**src/rtl/sam_pkg.sv**
```systemverilog
// Shared SAM video-mode encodings and the per-mode line repeat table.
package sam_pkg;

  localparam logic [2:0] MODE_ALPHA = 3'b000;
  localparam logic [2:0] MODE_G1C   = 3'b001;
  localparam logic [2:0] MODE_G1R   = 3'b010;
  localparam logic [2:0] MODE_G2C   = 3'b011;
  localparam logic [2:0] MODE_G2R   = 3'b100;
  localparam logic [2:0] MODE_G3C   = 3'b101;
  localparam logic [2:0] MODE_G3R   = 3'b110;
  localparam logic [2:0] MODE_DMA   = 3'b111;

  function automatic logic [3:0] repeat_of(input logic [2:0] mode,
                                           input logic [3:0] text_repeat);
    logic [3:0] r;
    case (mode)
      MODE_ALPHA:         r = text_repeat;
      MODE_G1C, MODE_G1R: r = 4'd3;
      MODE_G2C, MODE_G2R: r = 4'd2;
      default:            r = 4'd1;
    endcase
    return r;
  endfunction

endpackage

```
**src/rtl/sam_line_repeat.sv**
```systemverilog
// Line-within-row counter: decides at each HS event whether to rewind to the
// row base or commit the current address as the next row base.
module sam_line_repeat (
  input  logic       clk,
  input  logic       reset_n,
  input  logic       hs_ev,
  input  logic       fs_ev,
  input  logic [3:0] r,
  output logic       commit,
  output logic       rewind
);

  logic [3:0] line_cnt;
  logic [3:0] r_last;

  assign r_last = r - 4'd1;

  // Commit on >= so a mid-row switch to a smaller repeat count takes effect at once.
  always_comb begin
    commit = 1'b0;
    rewind = 1'b0;
    if (hs_ev && !fs_ev) begin
      if (line_cnt >= r_last) begin
        commit = 1'b1;
      end else begin
        rewind = 1'b1;
      end
    end else begin
      commit = 1'b0;
      rewind = 1'b0;
    end
  end

  // Line counter, cleared at frame start and at each row commit.
  always_ff @(posedge clk or negedge reset_n) begin
    if (!reset_n) begin
      line_cnt <= 4'd0;
    end else if (fs_ev || commit) begin
      line_cnt <= 4'd0;
    end else if (rewind && (line_cnt != 4'd15)) begin
      line_cnt <= line_cnt + 4'd1;
    end else begin
      line_cnt <= line_cnt;
    end
  end

endmodule

```
**src/rtl/sam_video_counter.sv**
```systemverilog
// SAM video address generator: edge-detects the VDG strobes and steps the
// video fetch address, repeating each row's lines per the current mode.
module sam_video_counter
  import sam_pkg::*;
#(
  parameter int ADDR_W      = 16,
  parameter int TEXT_REPEAT = 12
) (
  input  logic              clk,
  input  logic              reset_n,
  input  logic [2:0]        mode,
  input  logic [6:0]        disp_offset,
  input  logic              da0,
  input  logic              hs_n,
  input  logic              fs_n,
  output logic [ADDR_W-1:0] vaddr,
  output logic              row_adv
);

  logic              da0_q;
  logic              hs_q;
  logic              fs_q;
  logic              fs_ev;
  logic              hs_ev;
  logic              da_ev;
  logic              commit;
  logic              rewind;
  logic [3:0]        r;
  logic [ADDR_W-1:0] row_base;
  logic [ADDR_W-1:0] frame_base;

  // FS outranks HS, which outranks DA0; lower events in the same cycle are dropped.
  assign fs_ev      = fs_q & ~fs_n;
  assign hs_ev      = hs_q & ~hs_n & ~fs_ev;
  assign da_ev      = da0_q & ~da0 & ~hs_ev & ~fs_ev;
  assign r          = repeat_of(mode, 4'(TEXT_REPEAT));
  assign frame_base = ADDR_W'({disp_offset, 9'b0});

  sam_line_repeat u_line_repeat (
    .clk     (clk),
    .reset_n (reset_n),
    .hs_ev   (hs_ev),
    .fs_ev   (fs_ev),
    .r       (r),
    .commit  (commit),
    .rewind  (rewind)
  );

  // Strobe history resets to idle levels so no edge is seen on reset release.
  always_ff @(posedge clk or negedge reset_n) begin
    if (!reset_n) begin
      da0_q <= 1'b0;
      hs_q  <= 1'b1;
      fs_q  <= 1'b1;
    end else begin
      da0_q <= da0;
      hs_q  <= hs_n;
      fs_q  <= fs_n;
    end
  end

  // Row base, fetch address and row-advance pulse.
  always_ff @(posedge clk or negedge reset_n) begin
    if (!reset_n) begin
      row_base <= '0;
      vaddr    <= '0;
      row_adv  <= 1'b0;
    end else if (fs_ev) begin
      row_base <= frame_base;
      vaddr    <= frame_base;
      row_adv  <= 1'b0;
    end else if (commit) begin
      row_base <= vaddr;
      row_adv  <= 1'b1;
    end else if (rewind) begin
      vaddr    <= row_base;
      row_adv  <= 1'b0;
    end else if (da_ev) begin
      vaddr    <= vaddr + ADDR_W'(1);
      row_adv  <= 1'b0;
    end else begin
      row_adv  <= 1'b0;
    end
  end

endmodule

```
**config.mk**
```make
export PLATFORM = sky130hd
export DESIGN_NAME = sam_video_counter
export DESIGN_NICKNAME = d
export VERILOG_FILES = /design/src/rtl/sam_pkg.sv /design/src/rtl/sam_line_repeat.sv /design/src/rtl/sam_video_counter.sv
export SDC_FILE = /design/constraint.sdc
export NUM_CORES = 1
export LEC_CHECK = 0
export CELL_PAD_IN_SITES_DETAIL_PLACEMENT = 0
export CELL_PAD_IN_SITES_GLOBAL_PLACEMENT = 1
export CORE_MARGIN = 10
export CORE_UTILIZATION = 23
export CTS_CLUSTER_DIAMETER = 60
export DETAILED_ROUTE_END_ITERATION = 12
export PLACE_DENSITY_LB_ADDON = 0.1
export REMOVE_ABC_BUFFERS = 1
export SLEW_MARGIN = 20
export SYNTH_ARGS = -nofsm -noshare
export SYNTH_HDL_FRONTEND = slang
export SYNTH_HIERARCHICAL = 1
export SYNTH_SLANG_ARGS = --single-unit
```
**constraint.sdc**
```tcl
create_clock -name clk -period 5.6 [get_ports clk]
set_clock_uncertainty 0.15 [all_clocks]
set_input_delay 1.12 -clock clk [delete_from_list [all_inputs] [get_ports clk]]
set_output_delay 1.12 -clock clk [all_outputs]
set_load 0.01 [all_outputs]
```
Word-level counts from Yosys, hierarchy flattened
Cells that the tools add are included.
- bits in registers: 40
- input bits: 15
- word-level logic and storage cells: 54
- order comparisons: 1
- add/subtract/negate cells: 3
- bitwise logic cells: 11
- multiplexer cells: 15
- equality and inequality tests: 6
- reductions and logical operators: 11
- operators by type and width (operator ; count):
    $mux 16 ; 6
    $add 16x1->16 const B ; 1
    $pmux 4 s3 ; 1
    $mux 4 ; 2
    $and 1x1->1 ; 6
    $eq 3x2->1 const B ; 2
    $mux 1 ; 6
    $not 1->1 ; 5
    $add 4x1->4 const B ; 1
    $ge 4x4->1 ; 1
    $ne 4x4->1 const B ; 1
    $reduce_bool 2->1 ; 2
    $reduce_or 2->1 ; 2
    $sub 4x1->4 const B ; 1
    $eq 3x1->1 const B ; 1
    $eq 3x3->1 const B ; 1
    $logic_not 3->1 ; 1
    $reduce_bool 3->1 ; 1
    $logic_and 1x1->1 ; 2
    $ne 2x2->1 const B ; 1
    $reduce_and 2->1 ; 1
    $logic_not 1->1 ; 1
    $logic_or 1x1->1 ; 1

Logic depth before layout (Yosys ltp)
- depth after elaboration: 11
- gate-level depth with buffers: 16
- gate-level depth less buffers: 15

By module
Netlist, hierarchy kept.
- modules (own cells, without submodules) (module ; area each (sq um) ; instances ; seq. area each (sq um) ; cells each):
    sam_video_counter ; 1981.9 ; 1 ; 903.4 ; 212
    sam_line_repeat ; 404.1 ; 1 ; 100.1 ; 46

Worst setup path before layout
Ideal clock, no wire load.
- path kind: input port to flip-flop
- start: in mode[1]
- end: reg vaddr[1]
- slack: 1.733 ns
- library setup time: 0.100 ns
- cell stages on the path: 13
- arrival time: 3.617 ns
- data required time: 5.350 ns
- buffers on the path: 2
- path through: nor2_1 xnor2_1 inv_1 ha_1 ha_1 a2111oi_2 or3_4 nand2_1 nor2_1 clkbuf_1 buf_2 mux2i_1 a311oi_1
- longest elaborated chain between the ends: 10
- ends and longest elaborated chain (element ; line ; RTL):
    start: declaration ; sam_video_counter.sv:11 ; input logic [2:0] mode,
    $eq 3x2->1 (tied with other cells) ; sam_pkg.sv:16 ; case (mode)
    $reduce_or 2->1 ; sam_pkg.sv:16 ;
    $pmux 4 s3 (*) ; sam_pkg.sv:16 ;
    via r[1] ; sam_video_counter.sv:28 ; logic [3:0] r;
    $sub 4x1->4 (*) ; sam_line_repeat.sv:16 ; assign r_last = r - 4'd1;
    $ge 4x4->1 (*) ; sam_line_repeat.sv:23 ; if (line_cnt >= r_last) begin
    $mux 1 (*) ; sam_line_repeat.sv:23 ;
    $mux 1 (*) ; sam_line_repeat.sv:22 ; if (hs_ev && !fs_ev) begin
    via rewind ; sam_video_counter.sv:27 ; logic rewind;
    $mux 16 ; sam_video_counter.sv:75 ; end else if (rewind) begin
    $mux 16 ; sam_video_counter.sv:72 ; end else if (commit) begin
    $mux 16 ; sam_video_counter.sv:68 ; end else if (fs_ev) begin
    end signal: assignment ; sam_video_counter.sv:70 ; vaddr <= frame_base;
    end signal: assignment ; sam_video_counter.sv:76 ; vaddr <= row_base;
    end signal: assignment ; sam_video_counter.sv:79 ; vaddr <= vaddr + ADDR_W'(1);
    end: declaration ; sam_video_counter.sv:16 ; output logic [ADDR_W-1:0] vaddr,
The timed path passes the listed nets; every way through them passes the cells marked *. The select of a mux whose other input is x is not followed.
A chain may end at the register's enable or synchronous reset.

Worst setup path in the final report
- start: in mode[1]
- end: reg vaddr[15]
Same word-level chain as after synthesis.

==> flow_summary_export.csv <==
group,metric,value,unit
run_status,outcome,"finished, final reports clean",
synthesis,synth_top_family_by_area,"simple AND/OR/NAND/NOR gates",
min_path,hold_depth,2,
critical_path,crit_buf_inv,2,
clock_tree,clock_sinks,40,
route,vias,1992,
global_routing,grt_use_total,0.0946,
synthesis,syn_area,2390,um^2
timing,slew_headroom,0.348,
floorplan,dieHeight,122,um
flow_run,drv_cap,0,
finish,design_area,2920,um^2
clock_tree,cts_hold_buf,0,
clock_tree,cts-root-buf,"clkbuf_8",
timing,setup_viol,0,
critical_path,path_depth,14,
route,drc_errors,0,
critical_path,worstSetupStartpointType,"input pin",
global_routing,grt_pass1_wl,11300,um
synthesis,synthMuxAreaShare,0.0713,
critical_path,crit_path_top_delay_cell,"o21ai_0",
critical_path,reg2regPathDepth,11,
floorplan,coreArea,10200,um^2
critical_path,r2r_slack,2320,ps
synthesis,syn-instance-count,258,
synthesis,synth-adder-area-share,0.0367,
finish,drive_gt1_frac,0.0931,
route,routed_wl,6900,um
min_path,hold_end,"row_base[2]",
floorplan,die-area,14800,um^2
critical_path,crit_path_max_incr_delay,620,ps
critical_path,worstPathMaxFanout,10,
clock_tree,path_clk_slew,80,ps
global_routing,grt_antenna_before_repair,0,
placement,pre_cts_slack,702,ps
finish,antenna-diode-count,0,
route,drt_iter0_drc,127,
timing,timing.fmax,218,MHz
synthesis,synth-compound-area-share,0.184,
critical_path,worstPathArrival,4630,ps
finish,syn_to_final_growth,22.5,%
synthesis,syn-mean-instance-area,9.25,um^2
synthesis,synth_edf_count,0,
clock_tree,clk_latency,290,ps
global_routing,grt_pass1_vias,2024,
floorplan,die_w,122,um
clock_tree,numCtsBuffers,5,
clock_tree,cts_resized,0,
timing,fin_crit,4580,ps
critical_path,required,5650,ps
critical_path,crit_chain,"clkdlybuf4s50_1 -> nor2_1 -> xnor2_1 -> inv_1 -> ha_1 -> ha_1 -> a2111oi_2 -> or3_4 -> nand2_1 -> nor2_2 -> a21oi_1 -> o21ai_0 -> a21oi_1 -> nor4_1",
synthesis,synth_top_area_frac,0.399,
critical_path,r2r_end,"vaddr[15]",
timing,rsz0062_at_grt,"false",
clock_tree,htree_levels,2,
finish,nFillCells,1087,
global_routing,grt-ovfl-total,0,
synthesis,yosysUniqueCellTypes,50,
finish,final_net_count,311,
floorplan,fp-row-count,37,
timing,maxSlewViolCount,0,
synthesis,async_flop_share,1.00,
placement,finalWeightedCongestion,0.722,
synthesis,synth-simple-area-share,0.223,
timing,finalCritPeriodShare,0.817,
critical_path,worst-setup-path-type,"in2reg",
route,final_antenna_net_count,0,
synthesis,ys_ff_latch,40,
placement,dpl.hpwl,4640,um
critical_path,r2r-start,"u_line_repeat/line_cnt[0]",
placement,portBuffers,31,
synthesis,post-synth-top-count-cell,"dfrtp_1",
clock_tree,postCtsSetupBuffers,0,
critical_path,cp-end-kind,"flip-flop",
min_path,min-delay-start,"row_base[2]",
synthesis,ys.flop_type,"dfrtp_1",
min_path,min_path_type,"reg2reg",
timing,worst_pin_slew,978,ps
route,dr.pass1.iters,4,
global_routing,grt_max_degree,41,
timing,setup_ws,1020,ps
timing,final-hold-violation-count,0,
clock_tree,cts_tree,"built",
synthesis,ys_warn_count,6,
clock_tree,cts_buffer_depth,2,
synthesis,synth_area_leaders,"dfrtp_1, mux2i_1, a21oi_1, nor2_1, ha_1",
route,wl_per_cell,16.2,um
floorplan,initial_utilization,0.233,
synthesis,synth-seq-area-share,0.421,
synthesis,synth-xor-area-share,0.0184,
pwr,power.density,261,nW/um^2
synthesis,synth_area_leader_cell,"dfrtp_1",
route,via_per_inst,4.68,
placement,placed_area,2830,um^2
pwr,ir_worst_vdd,114,uV
floorplan,io_pins,32,
pwr,p_leak,1.16,nW
critical_path,critical-path-top-delay-family,"compound AO/OA/AOI/OAI gates",
synthesis,synth_common_cells,"dfrtp_1, nor2_1, a21oi_1",
-- per-layer routing --
| metal | GRT usage | wire length (um) | vias up |
|---|---|---|---|
| met1 | 0.128 | 3470 | 950 |
| met3 | 0.0264 | 268 | 4 |
| met5 | 0 | 0 | - |
| met2 | 0.146 | 3120 | 33 |
| li1 | - | - | 1005 |
| met4 | 0.0224 | 46 | 0 |
-- how the worst max path moves through the flow --
stage,start,endpoint
after global placement,mode[1],vaddr[10]
after detailed placement,mode[1],vaddr[15]
final,mode[1],vaddr[15]
after CTS,mode[1],vaddr[15]
after floorplan,fs_n,vaddr[13]
after global routing,mode[1],vaddr[10]
-- state kept, by name, indices dropped and copies added, names as in the netlist --
| name | cells |
|---|---|
| row_base | 16 |
| vaddr | 16 |
| u_line_repeat/line_cnt | 4 |
| da0_q | 1 |
| fs_q | 1 |
| hs_q | 1 |
| row_adv | 1 |
-- layout make-up --
cell class | count | area (um^2) | share of cell area
Tap cell | 136 | 170 | 0.0582
Multi-Input combinational cell | 195 | 1280 | 0.438
Clock buffer | 8 | 90.1 | 0.0308
Timing Repair Buffer | 35 | 335 | 0.115
Inverter | 12 | 45.0 | 0.0154
Sequential cell | 40 | 1000 | 0.343
-- per-stage QoR --
stage / instances / TNS, ps / util / power (mW) / hold slack, ps
2_1_floorplan: 247 / -7060 / - / 0.468 / 336
5_1_grt: 426 / 0 / 0.286 / 0.812 / 411
4_1_cts: 426 / 0 / 0.286 / 0.779 / 389
6_report: 426 / 0 / 0.286 / 0.763 / 379
3_3_place_gp: 418 / 0 / 0.277 / 0.565 / 363
3_5_place_dp: 418 / 0 / 0.277 / 0.563 / 370
-- cell usage in the layout (no fill, tap or decap), types with 8 or more instances in the layout --
| cell type | n |
|---|---|
| dfrtp_1 | 38 |
| nor2_1 | 33 |
| clkdlybuf4s50_1 | 30 |
| inv_1 | 11 |
| nand2_1 | 8 |
| a21oi_1 | 29 |
| o21ai_0 | 10 |
| mux2i_1 | 17 |
| nor3_1 | 12 |
| nand3_1 | 11 |
-- worst reg2reg max path, stage by stage (launching register included) --
cell and delay, ps:
dfrtp_1 420, inv_1 110, ha_1 230, nand2b_4 140
a2111oi_2 340, or3_4 230, nand2_1 80, nor2_2 360
a21oi_1 100, o21ai_0 620, a21oi_1 130, nor4_1 280
-- logic make-up after synthesis --
kind of cell | after synthesis
buffers and inverters | 23
flip-flops | 40
AO/OA/AOI/OAI | 68
AND/OR/NAND/NOR | 98
adder cells (fa/ha/maj) | 7
multiplexers | 17
XOR/XNOR | 5
-- power breakdown --
part | total [mW] | internal [mW] | leakage, nW | switching, mW
combinational | 0.195 | 0.0955 | 0.605 | 0.0998
clock | 0.209 | 0.101 | 0.0455 | 0.108
sequential | 0.359 | 0.319 | 0.506 | 0.0401
total | 0.763 | 0.515 | 1.16 | 0.248
No activity file was read; power rests on OpenSTA's default activity.
